## config.mk

```make
export PLATFORM = sky130hd
export DESIGN_NAME = apb_master_arb_flat
export DESIGN_NICKNAME = d
export VERILOG_FILES = /design/src/rtl/apb_master_arb_if.sv /design/src/rtl/apb_master_arb.sv /design/src/flat_wrapper.sv
export SDC_FILE = /design/constraint.sdc
export NUM_CORES = 1
export LEC_CHECK = 0
export BUFFER_PORTS_ARGS = -buffer_cell sky130_fd_sc_hd__buf_2
export CAP_MARGIN = 20
export CORE_AREA = 4 4 118 120
export CTS_CLUSTER_DIAMETER = 40
export DETAILED_ROUTE_END_ITERATION = 7
export DIE_AREA = 0 0 122 124
export GPL_TIMING_DRIVEN = 0
export PLACE_DENSITY = 0.81
export SYNTH_ARGS = -nofsm -noshare
export SYNTH_HDL_FRONTEND = slang
export SYNTH_SLANG_ARGS = --single-unit
```

## constraint.sdc

```tcl
create_clock -name clk -period 1.9 [get_ports clk]
set_input_delay 0.19 -clock clk [delete_from_list [all_inputs] [get_ports clk]]
set_output_delay 0.19 -clock clk [all_outputs]
set_load 0.03 [all_outputs]
```

## src/rtl/apb_master_arb_if.sv

```systemverilog
`default_nettype none
// ============================================================================
// Module   : apb_master_arb_if
// Purpose  : Requester and APB-bus bundle for the two-port APB master arbiter.
// Revision : 1.0
// ============================================================================
interface apb_master_arb_if #(
    parameter int ADDR_W = 32,
    parameter int DATA_W = 32
) ();
    logic              m0_req;
    logic              m0_rw;
    logic [ADDR_W-1:0] m0_addr;
    logic [DATA_W-1:0] m0_wdata;
    logic [DATA_W-1:0] m0_rdata;
    logic              m0_done;
    logic              m0_err;

    logic              m1_req;
    logic              m1_rw;
    logic [ADDR_W-1:0] m1_addr;
    logic [DATA_W-1:0] m1_wdata;
    logic [DATA_W-1:0] m1_rdata;
    logic              m1_done;
    logic              m1_err;

    logic              apb_valid;
    logic              apb_psel;
    logic              apb_enab;
    logic              apb_rw;
    logic [ADDR_W-1:0] apb_addr;
    logic [DATA_W-1:0] apb_datai;
    logic [DATA_W-1:0] apb_datao;
    logic              apb_ack;

    modport master (
        input  m0_req, m0_rw, m0_addr, m0_wdata,
        output m0_rdata, m0_done, m0_err,
        input  m1_req, m1_rw, m1_addr, m1_wdata,
        output m1_rdata, m1_done, m1_err,
        output apb_valid, apb_psel, apb_enab, apb_rw, apb_addr, apb_datai,
        input  apb_datao, apb_ack
    );

    modport slave (
        output m0_req, m0_rw, m0_addr, m0_wdata,
        input  m0_rdata, m0_done, m0_err,
        output m1_req, m1_rw, m1_addr, m1_wdata,
        input  m1_rdata, m1_done, m1_err,
        input  apb_valid, apb_psel, apb_enab, apb_rw, apb_addr, apb_datai,
        output apb_datao, apb_ack
    );
endinterface
`default_nettype wire

```

## src/rtl/apb_master_arb.sv

```systemverilog
`default_nettype none
// ============================================================================
// Module   : apb_master_arb
// Purpose  : Round-robin two-requester APB master; ACCESS timeout is enabled
//            by defining APB_ARB_TIMEOUT_EN.
// Revision : 1.0
// ============================================================================
module apb_master_arb #(
    parameter int ADDR_W  = 32,
    parameter int DATA_W  = 32,
    parameter int TIMEOUT = 255
) (
    input  wire logic        clk,
    input  wire logic        resetn,
    apb_master_arb_if.master bus
);
    typedef enum logic [1:0] {
        IDLE   = 2'd0,
        SETUP  = 2'd1,
        ACCESS = 2'd2,
        DONE   = 2'd3
    } state_t;

    if (TIMEOUT < 1) begin : g_timeout_range_check
        $error("apb_master_arb: TIMEOUT must be at least 1");
    end

    state_t            r_state, w_state_nxt;
    logic              r_grant, w_grant_nxt;
    logic              r_last_grant, w_last_grant_nxt;
    logic              r_psel, w_psel_nxt;
    logic              r_enab, w_enab_nxt;
    logic              r_rw, w_rw_nxt;
    logic [ADDR_W-1:0] r_addr, w_addr_nxt;
    logic [DATA_W-1:0] r_datai, w_datai_nxt;
    logic [DATA_W-1:0] r_rdata0, w_rdata0_nxt;
    logic [DATA_W-1:0] r_rdata1, w_rdata1_nxt;
    logic [1:0]        r_done, w_done_nxt;
    logic              w_timeout;

`ifdef APB_ARB_TIMEOUT_EN
    localparam int                 c_CNT_W    = ($clog2(TIMEOUT + 1) > 8) ? $clog2(TIMEOUT + 1) : 8;
    localparam logic [c_CNT_W-1:0] c_CNT_LAST = c_CNT_W'(TIMEOUT - 1);

    logic [c_CNT_W-1:0] r_cnt, w_cnt_nxt;
    logic [1:0]         r_err, w_err_nxt;

    // The count equals the number of ack-less ACCESS cycles already elapsed.
    assign w_timeout = (r_state == ACCESS) && (r_cnt == c_CNT_LAST);

    always_comb begin
        w_cnt_nxt = r_cnt;
        w_err_nxt = 2'b00;
        if (r_state == SETUP) begin
            w_cnt_nxt = '0;
        end else if (r_state == ACCESS && !bus.apb_ack) begin
            w_cnt_nxt = r_cnt + 1'b1;
            if (w_timeout) begin
                w_err_nxt[r_grant] = 1'b1;
            end
        end
    end

    always_ff @(posedge clk) begin
        if (!resetn) begin
            r_cnt <= '0;
            r_err <= 2'b00;
        end else begin
            r_cnt <= w_cnt_nxt;
            r_err <= w_err_nxt;
        end
    end

    assign bus.m0_err = r_err[0];
    assign bus.m1_err = r_err[1];
`else
    assign w_timeout  = 1'b0;
    assign bus.m0_err = 1'b0;
    assign bus.m1_err = 1'b0;
`endif

    always_comb begin
        w_state_nxt      = r_state;
        w_grant_nxt      = r_grant;
        w_last_grant_nxt = r_last_grant;
        w_psel_nxt       = 1'b0;
        w_enab_nxt       = 1'b0;
        w_rw_nxt         = 1'b0;
        w_addr_nxt       = '0;
        w_datai_nxt      = '0;
        w_rdata0_nxt     = '0;
        w_rdata1_nxt     = '0;
        w_done_nxt       = 2'b00;
        case (r_state)
            IDLE: begin
                if (bus.m0_req || bus.m1_req) begin
                    // Under contention the requester not served last time wins.
                    w_grant_nxt      = (bus.m0_req && bus.m1_req) ? ~r_last_grant : bus.m1_req;
                    w_last_grant_nxt = w_grant_nxt;
                    w_state_nxt      = SETUP;
                    w_psel_nxt       = 1'b1;
                    w_rw_nxt         = w_grant_nxt ? bus.m1_rw    : bus.m0_rw;
                    w_addr_nxt       = w_grant_nxt ? bus.m1_addr  : bus.m0_addr;
                    w_datai_nxt      = w_grant_nxt ? bus.m1_wdata : bus.m0_wdata;
                end
            end
            SETUP: begin
                w_state_nxt = ACCESS;
                w_psel_nxt  = 1'b1;
                w_enab_nxt  = 1'b1;
                w_rw_nxt    = r_rw;
                w_addr_nxt  = r_addr;
                w_datai_nxt = r_datai;
            end
            ACCESS: begin
                if (bus.apb_ack || w_timeout) begin
                    w_state_nxt         = DONE;
                    w_done_nxt[r_grant] = 1'b1;
                    if (bus.apb_ack && !r_rw) begin
                        if (r_grant) begin
                            w_rdata1_nxt = bus.apb_datao;
                        end else begin
                            w_rdata0_nxt = bus.apb_datao;
                        end
                    end
                end else begin
                    w_psel_nxt  = 1'b1;
                    w_enab_nxt  = 1'b1;
                    w_rw_nxt    = r_rw;
                    w_addr_nxt  = r_addr;
                    w_datai_nxt = r_datai;
                end
            end
            DONE: begin
                w_state_nxt = IDLE;
            end
            default: begin
                w_state_nxt = IDLE;
            end
        endcase
    end

    always_ff @(posedge clk) begin
        if (!resetn) begin
            r_state      <= IDLE;
            r_grant      <= 1'b0;
            r_last_grant <= 1'b1;
            r_psel       <= 1'b0;
            r_enab       <= 1'b0;
            r_rw         <= 1'b0;
            r_addr       <= '0;
            r_datai      <= '0;
            r_rdata0     <= '0;
            r_rdata1     <= '0;
            r_done       <= 2'b00;
        end else begin
            r_state      <= w_state_nxt;
            r_grant      <= w_grant_nxt;
            r_last_grant <= w_last_grant_nxt;
            r_psel       <= w_psel_nxt;
            r_enab       <= w_enab_nxt;
            r_rw         <= w_rw_nxt;
            r_addr       <= w_addr_nxt;
            r_datai      <= w_datai_nxt;
            r_rdata0     <= w_rdata0_nxt;
            r_rdata1     <= w_rdata1_nxt;
            r_done       <= w_done_nxt;
        end
    end

    assign bus.apb_valid = r_psel;
    assign bus.apb_psel  = r_psel;
    assign bus.apb_enab  = r_enab;
    assign bus.apb_rw    = r_rw;
    assign bus.apb_addr  = r_addr;
    assign bus.apb_datai = r_datai;
    assign bus.m0_rdata  = r_rdata0;
    assign bus.m1_rdata  = r_rdata1;
    assign bus.m0_done   = r_done[0];
    assign bus.m1_done   = r_done[1];
endmodule
`default_nettype wire

```

## src/flat_wrapper.sv

```systemverilog
// flat-port wrapper written by rule: the top's interface ports become plain ports
module apb_master_arb_flat 
#(
    parameter int ADDR_W  = 32,
    parameter int DATA_W  = 32,
    parameter int TIMEOUT = 255
)
  (clk, resetn, bus_m0_req, bus_m0_rw, bus_m0_addr, bus_m0_wdata, bus_m0_rdata, bus_m0_done, bus_m0_err, bus_m1_req, bus_m1_rw, bus_m1_addr, bus_m1_wdata, bus_m1_rdata, bus_m1_done, bus_m1_err, bus_apb_valid, bus_apb_psel, bus_apb_enab, bus_apb_rw, bus_apb_addr, bus_apb_datai, bus_apb_datao, bus_apb_ack);
  apb_master_arb_if #(.ADDR_W(ADDR_W), .DATA_W(DATA_W)) bus_i ();
  input  wire logic clk;
  input  wire logic resetn;
  input wire logic [$bits(bus_i.m0_req)-1:0] bus_m0_req;
  input wire logic [$bits(bus_i.m0_rw)-1:0] bus_m0_rw;
  input wire logic [$bits(bus_i.m0_addr)-1:0] bus_m0_addr;
  input wire logic [$bits(bus_i.m0_wdata)-1:0] bus_m0_wdata;
  output wire logic [$bits(bus_i.m0_rdata)-1:0] bus_m0_rdata;
  output wire logic [$bits(bus_i.m0_done)-1:0] bus_m0_done;
  output wire logic [$bits(bus_i.m0_err)-1:0] bus_m0_err;
  input wire logic [$bits(bus_i.m1_req)-1:0] bus_m1_req;
  input wire logic [$bits(bus_i.m1_rw)-1:0] bus_m1_rw;
  input wire logic [$bits(bus_i.m1_addr)-1:0] bus_m1_addr;
  input wire logic [$bits(bus_i.m1_wdata)-1:0] bus_m1_wdata;
  output wire logic [$bits(bus_i.m1_rdata)-1:0] bus_m1_rdata;
  output wire logic [$bits(bus_i.m1_done)-1:0] bus_m1_done;
  output wire logic [$bits(bus_i.m1_err)-1:0] bus_m1_err;
  output wire logic [$bits(bus_i.apb_valid)-1:0] bus_apb_valid;
  output wire logic [$bits(bus_i.apb_psel)-1:0] bus_apb_psel;
  output wire logic [$bits(bus_i.apb_enab)-1:0] bus_apb_enab;
  output wire logic [$bits(bus_i.apb_rw)-1:0] bus_apb_rw;
  output wire logic [$bits(bus_i.apb_addr)-1:0] bus_apb_addr;
  output wire logic [$bits(bus_i.apb_datai)-1:0] bus_apb_datai;
  input wire logic [$bits(bus_i.apb_datao)-1:0] bus_apb_datao;
  input wire logic [$bits(bus_i.apb_ack)-1:0] bus_apb_ack;
  assign bus_i.m0_req = bus_m0_req;
  assign bus_i.m0_rw = bus_m0_rw;
  assign bus_i.m0_addr = bus_m0_addr;
  assign bus_i.m0_wdata = bus_m0_wdata;
  assign bus_m0_rdata = bus_i.m0_rdata;
  assign bus_m0_done = bus_i.m0_done;
  assign bus_m0_err = bus_i.m0_err;
  assign bus_i.m1_req = bus_m1_req;
  assign bus_i.m1_rw = bus_m1_rw;
  assign bus_i.m1_addr = bus_m1_addr;
  assign bus_i.m1_wdata = bus_m1_wdata;
  assign bus_m1_rdata = bus_i.m1_rdata;
  assign bus_m1_done = bus_i.m1_done;
  assign bus_m1_err = bus_i.m1_err;
  assign bus_apb_valid = bus_i.apb_valid;
  assign bus_apb_psel = bus_i.apb_psel;
  assign bus_apb_enab = bus_i.apb_enab;
  assign bus_apb_rw = bus_i.apb_rw;
  assign bus_apb_addr = bus_i.apb_addr;
  assign bus_apb_datai = bus_i.apb_datai;
  assign bus_i.apb_datao = bus_apb_datao;
  assign bus_i.apb_ack = bus_apb_ack;
  apb_master_arb #(.ADDR_W(ADDR_W), .DATA_W(DATA_W), .TIMEOUT(TIMEOUT)) u_core (.clk(clk), .resetn(resetn), .bus(bus_i));
endmodule
```

-- After elaboration in Yosys (flattened, before gate mapping)
Index checks and enable logic that the tools add are counted.
- muxes and demuxes: 21
- $lt $le $gt $ge: 2
- reduce and logical (&&, ||, !) cells: 12
- eq/ne operators: 5
- bitwise gates (word level): 6
- operators by type and width (cell ; number):
    32-bit case mux with 3 select lines ; 2
    32-bit two-way mux ; 5
    2-bit case mux with 4 select lines ; 1
    1-bit two-way mux ; 7
    1-bit inverter ; 6
    1-bit case mux with 3 select lines ; 2
    2-bit AND reduction ; 3
    5-bit AND reduction ; 1
    5-bit OR reduction ; 1
    2-bit == test, second input constant ; 2
    2-bit two-way mux ; 2
    1-bit logical AND ; 3
    3-bit AND reduction ; 1
    2-bit by 1-bit == test with 1-bit output, second input constant ; 1
    2-bit logical NOT ; 1
    1-bit by 2-bit < comparator with 1-bit output, second input constant ; 1
    2-bit by 1-bit != test with 1-bit output, second input constant ; 1
    2-bit != test, second input constant ; 1
    1-bit case mux with 2 select lines ; 1
    1-bit demux with 1-bit select ; 1
    1-bit >= comparator, second input constant ; 1
    1-bit logical NOT ; 1
    1-bit logical OR ; 1
- word-level logic and storage cells: 57
- bits in registers: 137
- input port bits: 167
- output and inout port bits: 136

-- Logic depth before layout (Yosys ltp)
Gate-level depths: netlist (run 1).
- word-level depth: 5
- depth in mapped cells: 7
- depth with buffers taken out: 5

-- Worst setup path before layout (run 1)
OpenSTA, ideal clock, no wires.
- path type: register to register
- from: register u_core.r_state[0]
- to: register u_core.r_addr[10], in the netlist u_core.bus.apb_addr[10]
- path buffers: 2
- arrival: 1.712 ns
- path slack: 0.112 ns
- cell stages (with the launch flop): 8
- path through: dfxtp_1 inv_1 ha_1 nor2b_1 or4b_4 buf_6 buf_6 o22ai_1
- longest elaborated chain between the ends: 3
- elaborated cells between the ends (all ways): 7
- ends and longest elaborated chain (item ; RTL line ; source):
    from (decl) ; apb_master_arb.sv:28 ; state_t r_state, w_state_nxt;
    from (signal assigned) ; apb_master_arb.sv:157 ; r_state <= w_state_nxt;
    2-bit == test / 2-bit by 1-bit == test with 1-bit output (equally long branches) ; apb_master_arb.sv:94 ; case (r_state)
    2-bit != test (no line) / 1-bit inverter (equally long branches) ; - ;
    2-bit AND reduction (no line) ; - ;
    to (signal assigned) ; apb_master_arb.sv:163 ; r_addr <= w_addr_nxt;
    to (decl) ; apb_master_arb.sv:34 ; logic [ADDR_W-1:0] r_addr, w_addr_nxt;
Parallel ways exist; a longest one is shown, timed or not.
A chain may end at the register's enable or synchronous reset.

-- Worst setup path after layout (run 1)
- from: register u_core.r_state[0]
- to: register u_core.r_datai[14], in the netlist u_core.bus.apb_datai[14]
- longest elaborated chain between the ends: 3
- elaborated cells between the ends (all ways): 7
- ends and longest elaborated chain (item ; RTL line ; source):
    2-bit == test / 2-bit by 1-bit == test with 1-bit output (equally long branches) ; apb_master_arb.sv:94 ;
    2-bit != test (no line) / 1-bit inverter (equally long branches) ; - ;
    2-bit AND reduction (no line) ; - ;
    to (signal assigned) ; apb_master_arb.sv:164 ; r_datai <= w_datai_nxt;
    to (decl) ; apb_master_arb.sv:35 ; logic [DATA_W-1:0] r_datai, w_datai_nxt;
Parallel ways exist; a longest one is shown, timed or not.

==> results.json, run 1 <==
{
  "mostFrequentLayoutCells": "buf_2 (303), dfxtp_1 (135), nand2_1 (68)",
  "num_antenna_cells": 0,
  "cp.required_ns": 2.23,
  "r2r_start": "u_core.r_state[0]$_SDFFE_PN0P_",
  "min_period_ns": 1.861,
  "crit_chain": "inv_2 -> ha_4 -> nor2b_4 -> or4b_4 -> buf_8 -> buf_6 -> o22ai_2",
  "maxCapViolCount": 0,
  "grt_pass1_wl_mm": 22.55,
  "peakVddDrop_v": 0.0007694,
  "fin_skew_ns": 0.007588,
  "drive_above_1_share_pct": 45.82,
  "avgRoutedWirePerCell_um": 15.58,
  "antenna_found_initial": 0,
  "synthToLayoutAreaGrowth_pct": 57.90,
  "synth-seq-area-share_pct": 55.96,
  "ant_nets": 0,
  "final_common_cell": "buf_2",
  "clk_path_buf_depth": 2,
  "drtPass1Iterations": 4,
  "synthCells": 471,
  "crit_fanout": 10,
  "clk_transition_reported_paths_ns": 0.06,
  "min-delay-start": "bus_m1_wdata[25]",
  "drt-initial-drc-count": 253,
  "drc": 0,
  "ys_warn_count": 0,
  "holdPathStages": 3,
  "rsz0062_at_grt": "true",
  "synth.distinct_cells": 26,
  "rows": 42,
  "place.gp.congestion": 0.7954,
  "r2r_end": "u_core.bus.apb_datai[14]$_SDFFE_PN0P_",
  "insertion_delay_ns": 0.41,
  "syn_avg_cell_area_um2": 10.41,
  "ff2ff_path_depth": 7,
  "crit_path_start_kind": "register",
  "fin_crit_sh_pct": 97.95,
  "die_area_mm2": 0.01513,
  "wirelength_mm": 15.80,
  "cts_made_buffers": 17,
  "grt_pass1_vias": 4642,
  "syn_area_mm2": 0.004901,
  "die_h_um": 124,
  "hold_ws_ns": 0.08449,
  "grt_usage_pct": 19.23,
  "crit_family": "simple AND/OR/NAND/NOR gates",
  "min_path_type": "in2reg",
  "slowest_delay_ns": 0.58,
  "crit_type": "reg2reg",
  "gr-total-overflow": 0,
  "pin_count": 303,
  "cp.arrival_ns": 2.19,
  "coreArea_mm2": 0.01298,
  "p_leak_nw": 4.028,
  "clock-sinks": 137,
  "crit_slowest_cell": "or4b_4",
  "min_to": "u_core.bus.apb_datai[25]$_SDFFE_PN0P_",
  "r2r_slack_ns": 0.04,
  "die_w_um": 122,
  "p_per_area_mw_per_mm2": 1294,
  "fmaxAchievable_mhz": 537.3,
  "status": "finished, final reports clean",
  "grt_max_degree": 17,
  "cts_root_buf": "clkbuf_16",
  "relSlewSlack_pct": 58.51,
  "vias": 4683,
  "cts_tree": "built",
  "dp_hpwl_mm": 11.51,
  "fill_cells": 1139,
  "layout.nets": 997,
  "slew_viol_final": 0,
  "h-tree-depth": 4,
  "worst-path-buf-inv": 3,
  "worst-slew-pin-transition_ns": 0.6223,
  "fin_tns_setup_ns": 0,
  "ys_ff_latch": 137,
  "setup_viol": 0,
  "port_buffers": 299,
  "cp-end-kind": "register",
  "initial_core_util_pct": 37.76,
  "vias_per_cell": 4.618,
  "hold_viol_final": 0
}
-- logic make-up (layout without fill, tap and decap cells) --
| family | after synthesis | in the layout | synth area share [%] |
|---|---|---|---|
| fa+ha+maj | 5 | 5 | 1.276 |
| simple gates | 145 | 145 | 14.86 |
| flops | 137 | 137 | 55.96 |
| other cells | 1 | 2 | 0.07652 |
| mux | 66 | 66 | 13.48 |
| buf+inv | 43 | 409 | 4.697 |
| compound gates | 74 | 74 | 9.650 |
-- through the flow --
stage                     worst slack, ns  utilization [%]  power (mW)  cell area, um^2  cells
after floorplan                    0.1119                -       5.549             4905    472
after global placement            -0.4461            51.01       6.439             6621    947
after detailed placement          -0.5391            51.01       6.493             6621    947
after CTS                        -0.01728            58.33       9.855             7571   1012
after global routing             -0.01538            59.62       10.48             7739   1014
final                             0.03900            59.62       10.01             7739   1014
-- final cells by class --
type                    count  area (um^2)  share of cell area (%)
repair buffers            334         1857                   23.99
flip-flops and latches    137         2745                   35.47
multi-input cells         292         2071                   26.76
plain buffers              39        242.7                   3.137
well taps                 176        220.2                   2.846
clock buffers              20        446.7                   5.772
clock inverters            12        141.4                   1.827
inverters                   4        15.01                  0.1940
-- how the worst max path moves through the flow --
stage	start	endpoint	cells after the start
5_1_grt	u_core.r_state[1]$_SDFFE_PN0P_	u_core.bus.apb_addr[17]$_SDFFE_PN0P_	7
3_5_place_dp	u_core.r_state[0]$_SDFFE_PN0P_	u_core.bus.apb_datai[8]$_SDFFE_PN0P_	7
4_1_cts	u_core.r_state[0]$_SDFFE_PN0P_	u_core.bus.m0_rdata[29]$_SDFF_PP0_	6
3_3_place_gp	u_core.r_state[0]$_SDFFE_PN0P_	u_core.bus.apb_datai[14]$_SDFFE_PN0P_	7
2_1_floorplan	u_core.r_state[0]$_SDFFE_PN0P_	u_core.bus.apb_addr[10]$_SDFFE_PN0P_	7
6_report	u_core.r_state[0]$_SDFFE_PN0P_	u_core.bus.apb_datai[14]$_SDFFE_PN0P_	7
-- sequential cells by signal (all words and copies together), names as in the netlist --
signal / count
u_core.bus.apb_addr: 32
u_core.bus.apb_datai: 32
u_core.bus.m0_rdata: 32
u_core.bus.m1_rdata: 32
u_core.r_done: 2
u_core.r_state: 2
u_core.bus.apb_enab: 1
u_core.bus.apb_psel: 1
u_core.bus.apb_rw: 1
u_core.r_grant: 1
u_core.r_last_grant: 1
-- report_power, final --
| group | internal, mW | total, mW | switching, mW | leakage [nW] |
|---|---|---|---|---|
| clock | 1.98 | 3.24 | 1.25 | 0.282 |
| sequential | 3.30 | 3.51 | 0.212 | 1.11 |
| combinational | 1.24 | 3.26 | 2.02 | 2.63 |
| total | 6.53 | 10.0 | 3.49 | 4.03 |
-- Yosys cell counts --
library cell	count	area share (%)
dfxtp_1	137	56
nand2_1	68	5.2
mux2i_1	66	13
o22ai_1	65	8.3
and2_1	64	8.2
clkbuf_1	22	1.7
buf_2	7	0.71
buf_6	6	1.4
ha_1	5	1.3
nor2_1	5	0.38
buf_4	4	0.61
inv_1	4	0.31
a21oi_1	3	0.31
nor2b_1	2	0.26
nor3_1	2	0.20
a211o_1	1	0.18
a21bo_2	1	0.20
a2bb2oi_1	1	0.18
and3_1	1	0.13
conb_1	1	0.077
nand2b_1	1	0.13
nand3_1	1	0.10
o211a_1	1	0.20
o21ai_0	1	0.10
o21ai_2	1	0.18
or4b_4	1	0.28
-- tightest hold or removal path, stage by stage --
cell and delay [ns]:
buf_2 0.08, mux2i_1 0.05, o22ai_1 0.13
-- metal layers --
layer / GRT usage [%] / share of wire, % / vias up
li1: - / - / 2314
met1: 21.28 / 38 / 2142
met2: 34.91 / 53 / 189
met3: 4.632 / 6.6 / 38
met4: 8.754 / 2.6 / 0
met5: 0 / 0 / -
-- repair_timing --
item                       in CTS  in global routing
resized for setup              11                 34
hold endpoints to repair       57                  0
setup endpoints to repair      74                122
buffers inserted                1                  1
pin swaps                       0                  1
hold buffers                   32                  0
gates cloned                    0                  1
No activity file was read; power rests on OpenSTA's default activity.
==> run 2, diff against run 1 <==
--- a/config.mk
+++ b/config.mk
@@ -7,12 +7,12 @@
 export LEC_CHECK = 0
 export BUFFER_PORTS_ARGS = -buffer_cell sky130_fd_sc_hd__buf_2
 export CAP_MARGIN = 20
-export CORE_AREA = 4 4 118 120
+export CORE_AREA = 4 4 133 135
 export CTS_CLUSTER_DIAMETER = 40
 export DETAILED_ROUTE_END_ITERATION = 7
-export DIE_AREA = 0 0 122 124
+export DIE_AREA = 0 0 137 139
 export GPL_TIMING_DRIVEN = 0
-export PLACE_DENSITY = 0.81
+export PLACE_DENSITY = 0.67
 export SYNTH_ARGS = -nofsm -noshare
 export SYNTH_HDL_FRONTEND = slang
 export SYNTH_SLANG_ARGS = --single-unit
==> results.json, run 2 (synthesized netlist as in run 1, its figures left out) <==
{
  "fill_cells": 1544,
  "grt_pass1_wl_mm": 23.62,
  "holdPathStages": 2,
  "clk_transition_reported_paths_ns": 0.06,
  "vias": 4594,
  "mostFrequentLayoutCells": "buf_2 (306), dfxtp_1 (135), nand2_1 (68)",
  "setup_viol": 0,
  "placed_cells": 991,
  "initial_core_util_pct": 29.76,
  "p_leak_nw": 4.011,
  "worst-slew-pin-transition_ns": 0.6299,
  "grt_pass1_vias": 4598,
  "hold_ws_ns": 0.02026,
  "dpl_cell_area_mm2": 0.006676,
  "min-delay-start": "bus_apb_datao[13]",
  "pin_count": 303,
  "drt-initial-drc-count": 139,
  "r2r_end": "u_core.bus.apb_datai[14]$_SDFFE_PN0P_",
  "cts_tree": "built",
  "rows": 47,
  "design_area_mm2": 0.007719,
  "fin_crit_sh_pct": 96.18,
  "grt_max_degree": 17,
  "crit_chain": "inv_2 -> ha_4 -> nor2b_4 -> or4b_4 -> buf_12 -> buf_6 -> o22ai_1",
  "gr-total-overflow": 0,
  "cp.required_ns": 2.23,
  "p_per_area_mw_per_mm2": 1291,
  "relSlewSlack_pct": 58.01,
  "peakVddDrop_v": 0.0007471,
  "coreArea_mm2": 0.01647,
  "drive_above_1_share_pct": 45.15,
  "place.gp.congestion": 0.7529,
  "grt-busiest-layer": "met2",
  "crit_family": "simple AND/OR/NAND/NOR gates",
  "crit_path_start_kind": "register",
  "grtUsageMet1_pct": 18.21,
  "r2r_slack_ns": 0.07,
  "slowest_delay_ns": 0.57,
  "ant_nets": 0,
  "num_antenna_cells": 0,
  "crit_type": "reg2reg",
  "min_to": "u_core.bus.m1_rdata[13]$_SDFF_PN0_",
  "multiInputGateArea_mm2": 0.002027,
  "rsz0062_at_grt": "false",
  "fin_skew_ns": 0.01309,
  "final_common_cell": "buf_2",
  "port_buffers": 299,
  "synthToLayoutAreaGrowth_pct": 57.49,
  "hold_viol_final": 0,
  "startpoint": "u_core.r_state[0]$_SDFFE_PN0P_",
  "clk_path_buf_depth": 2,
  "final_util_pct": 46.88,
  "layout.nets": 994,
  "grt.met3_usage_pct": 5.334,
  "cp.arrival_ns": 2.16,
  "die_area_mm2": 0.01904,
  "slew_viol_final": 0,
  "ff2ff_path_depth": 7,
  "die_w_um": 137,
  "drtPass1Iterations": 4,
  "dp_hpwl_mm": 12.20,
  "cts_made_buffers": 17,
  "drc": 0,
  "register_area_mm2": 0.002745,
  "grt_usage_pct": 15.95,
  "min_path_type": "in2reg",
  "crit_fanout": 10,
  "power_mw": 9.963,
  "maxCapViolCount": 0,
  "insertion_delay_ns": 0.42,
  "antenna_found_initial": 2,
  "fmaxAchievable_mhz": 547.2,
  "r2r_start": "u_core.r_state[0]$_SDFFE_PN0P_",
  "cts_root_buf": "clkbuf_16",
  "final_cells": 1055,
  "die_h_um": 139,
  "wirelength_mm": 15.80,
  "worst-path-buf-inv": 3,
  "vias_per_cell": 4.355,
  "cp-end-kind": "register",
  "clock-sinks": 137,
  "status": "finished, final reports clean",
  "avgRoutedWirePerCell_um": 14.98,
  "h-tree-depth": 4,
  "use_met2_pct": 27.94,
  "min_period_ns": 1.827,
  "crit_slowest_cell": "or4b_4"
}
[run 2: cell count changes in the layout (fill, tap and decap cells not counted), moves of 2 or more]
cell / delta
o22ai_2: -7
clkbuf_2: -3
dlygate4sd3_1: -2
buf_2: +3
o22ai_1: +7
clkinv_4: -2
inv_8: +3
inv_6: +3
clkbuf_4: -2
[run 2: how the worst max path moves through the flow]
stage	end	slack [ns]	cells past startpoint
after floorplan	u_core.bus.apb_addr[10]$_SDFFE_PN0P_	0.11	7
after global placement	u_core.bus.apb_datai[15]$_SDFFE_PN0P_	-0.58	7
after detailed placement	u_core.bus.apb_datai[14]$_SDFFE_PN0P_	-0.61	7
after CTS	u_core.bus.apb_addr[30]$_SDFFE_PN0P_	0.01	6
after global routing	u_core.bus.apb_addr[27]$_SDFFE_PN0P_	0.0004	7
final	u_core.bus.apb_datai[14]$_SDFFE_PN0P_	0.07	7
[run 2: repair_timing]
item,CTS,global route
endpoints found under the hold margin,55,0
cloned,1,0
hold buffers,30,0
endpoints found under the setup margin,104,120
gates resized for setup,17,17
buffers inserted,1,0
pin swaps,1,2
[run 2: layout make-up]
cell class,count,share of cell area [%]
repair buffers,331,23.80
plain buffers,39,3.112
clock buffers,17,5.511
multi-input cells,292,26.26
clock inverters,15,1.994
inverters,4,0.1945
well taps,220,3.566
flip-flops and latches,137,35.56
[run 2: worst reg2reg max path: stages (launching register included)]
cell	delay, ns
dfxtp_2	0.34
inv_2	0.07
ha_4	0.16
nor2b_4	0.13
or4b_4	0.57
buf_12	0.17
buf_6	0.14
o22ai_1	0.17
[run 2: metrics by stage]
stage                     setup TNS (ns)  worst slack, ns
after floorplan                        0           0.1119
after global placement            -16.91          -0.5758
after detailed placement          -18.39          -0.6112
after CTS                              0          0.01121
after global routing                   0        0.0003821
final                                  0          0.07259
[run 2: per-layer routing]
metal  routed length, um  vias to the layer above  part of all wire, %
li1                    -                     2317                    -
met1                6288                     2036                   40
met2                7807                      217                   49
met3                1472                       20                  9.3
met4                 210                        4                  1.3
met5                  21                        -                 0.13
[run 2: report_power, final]
part | switching (mW) | internal, mW | total [mW]
combinational | 2.01 | 1.24 | 3.25
sequential | 0.218 | 3.30 | 3.51
clock | 1.35 | 1.85 | 3.20
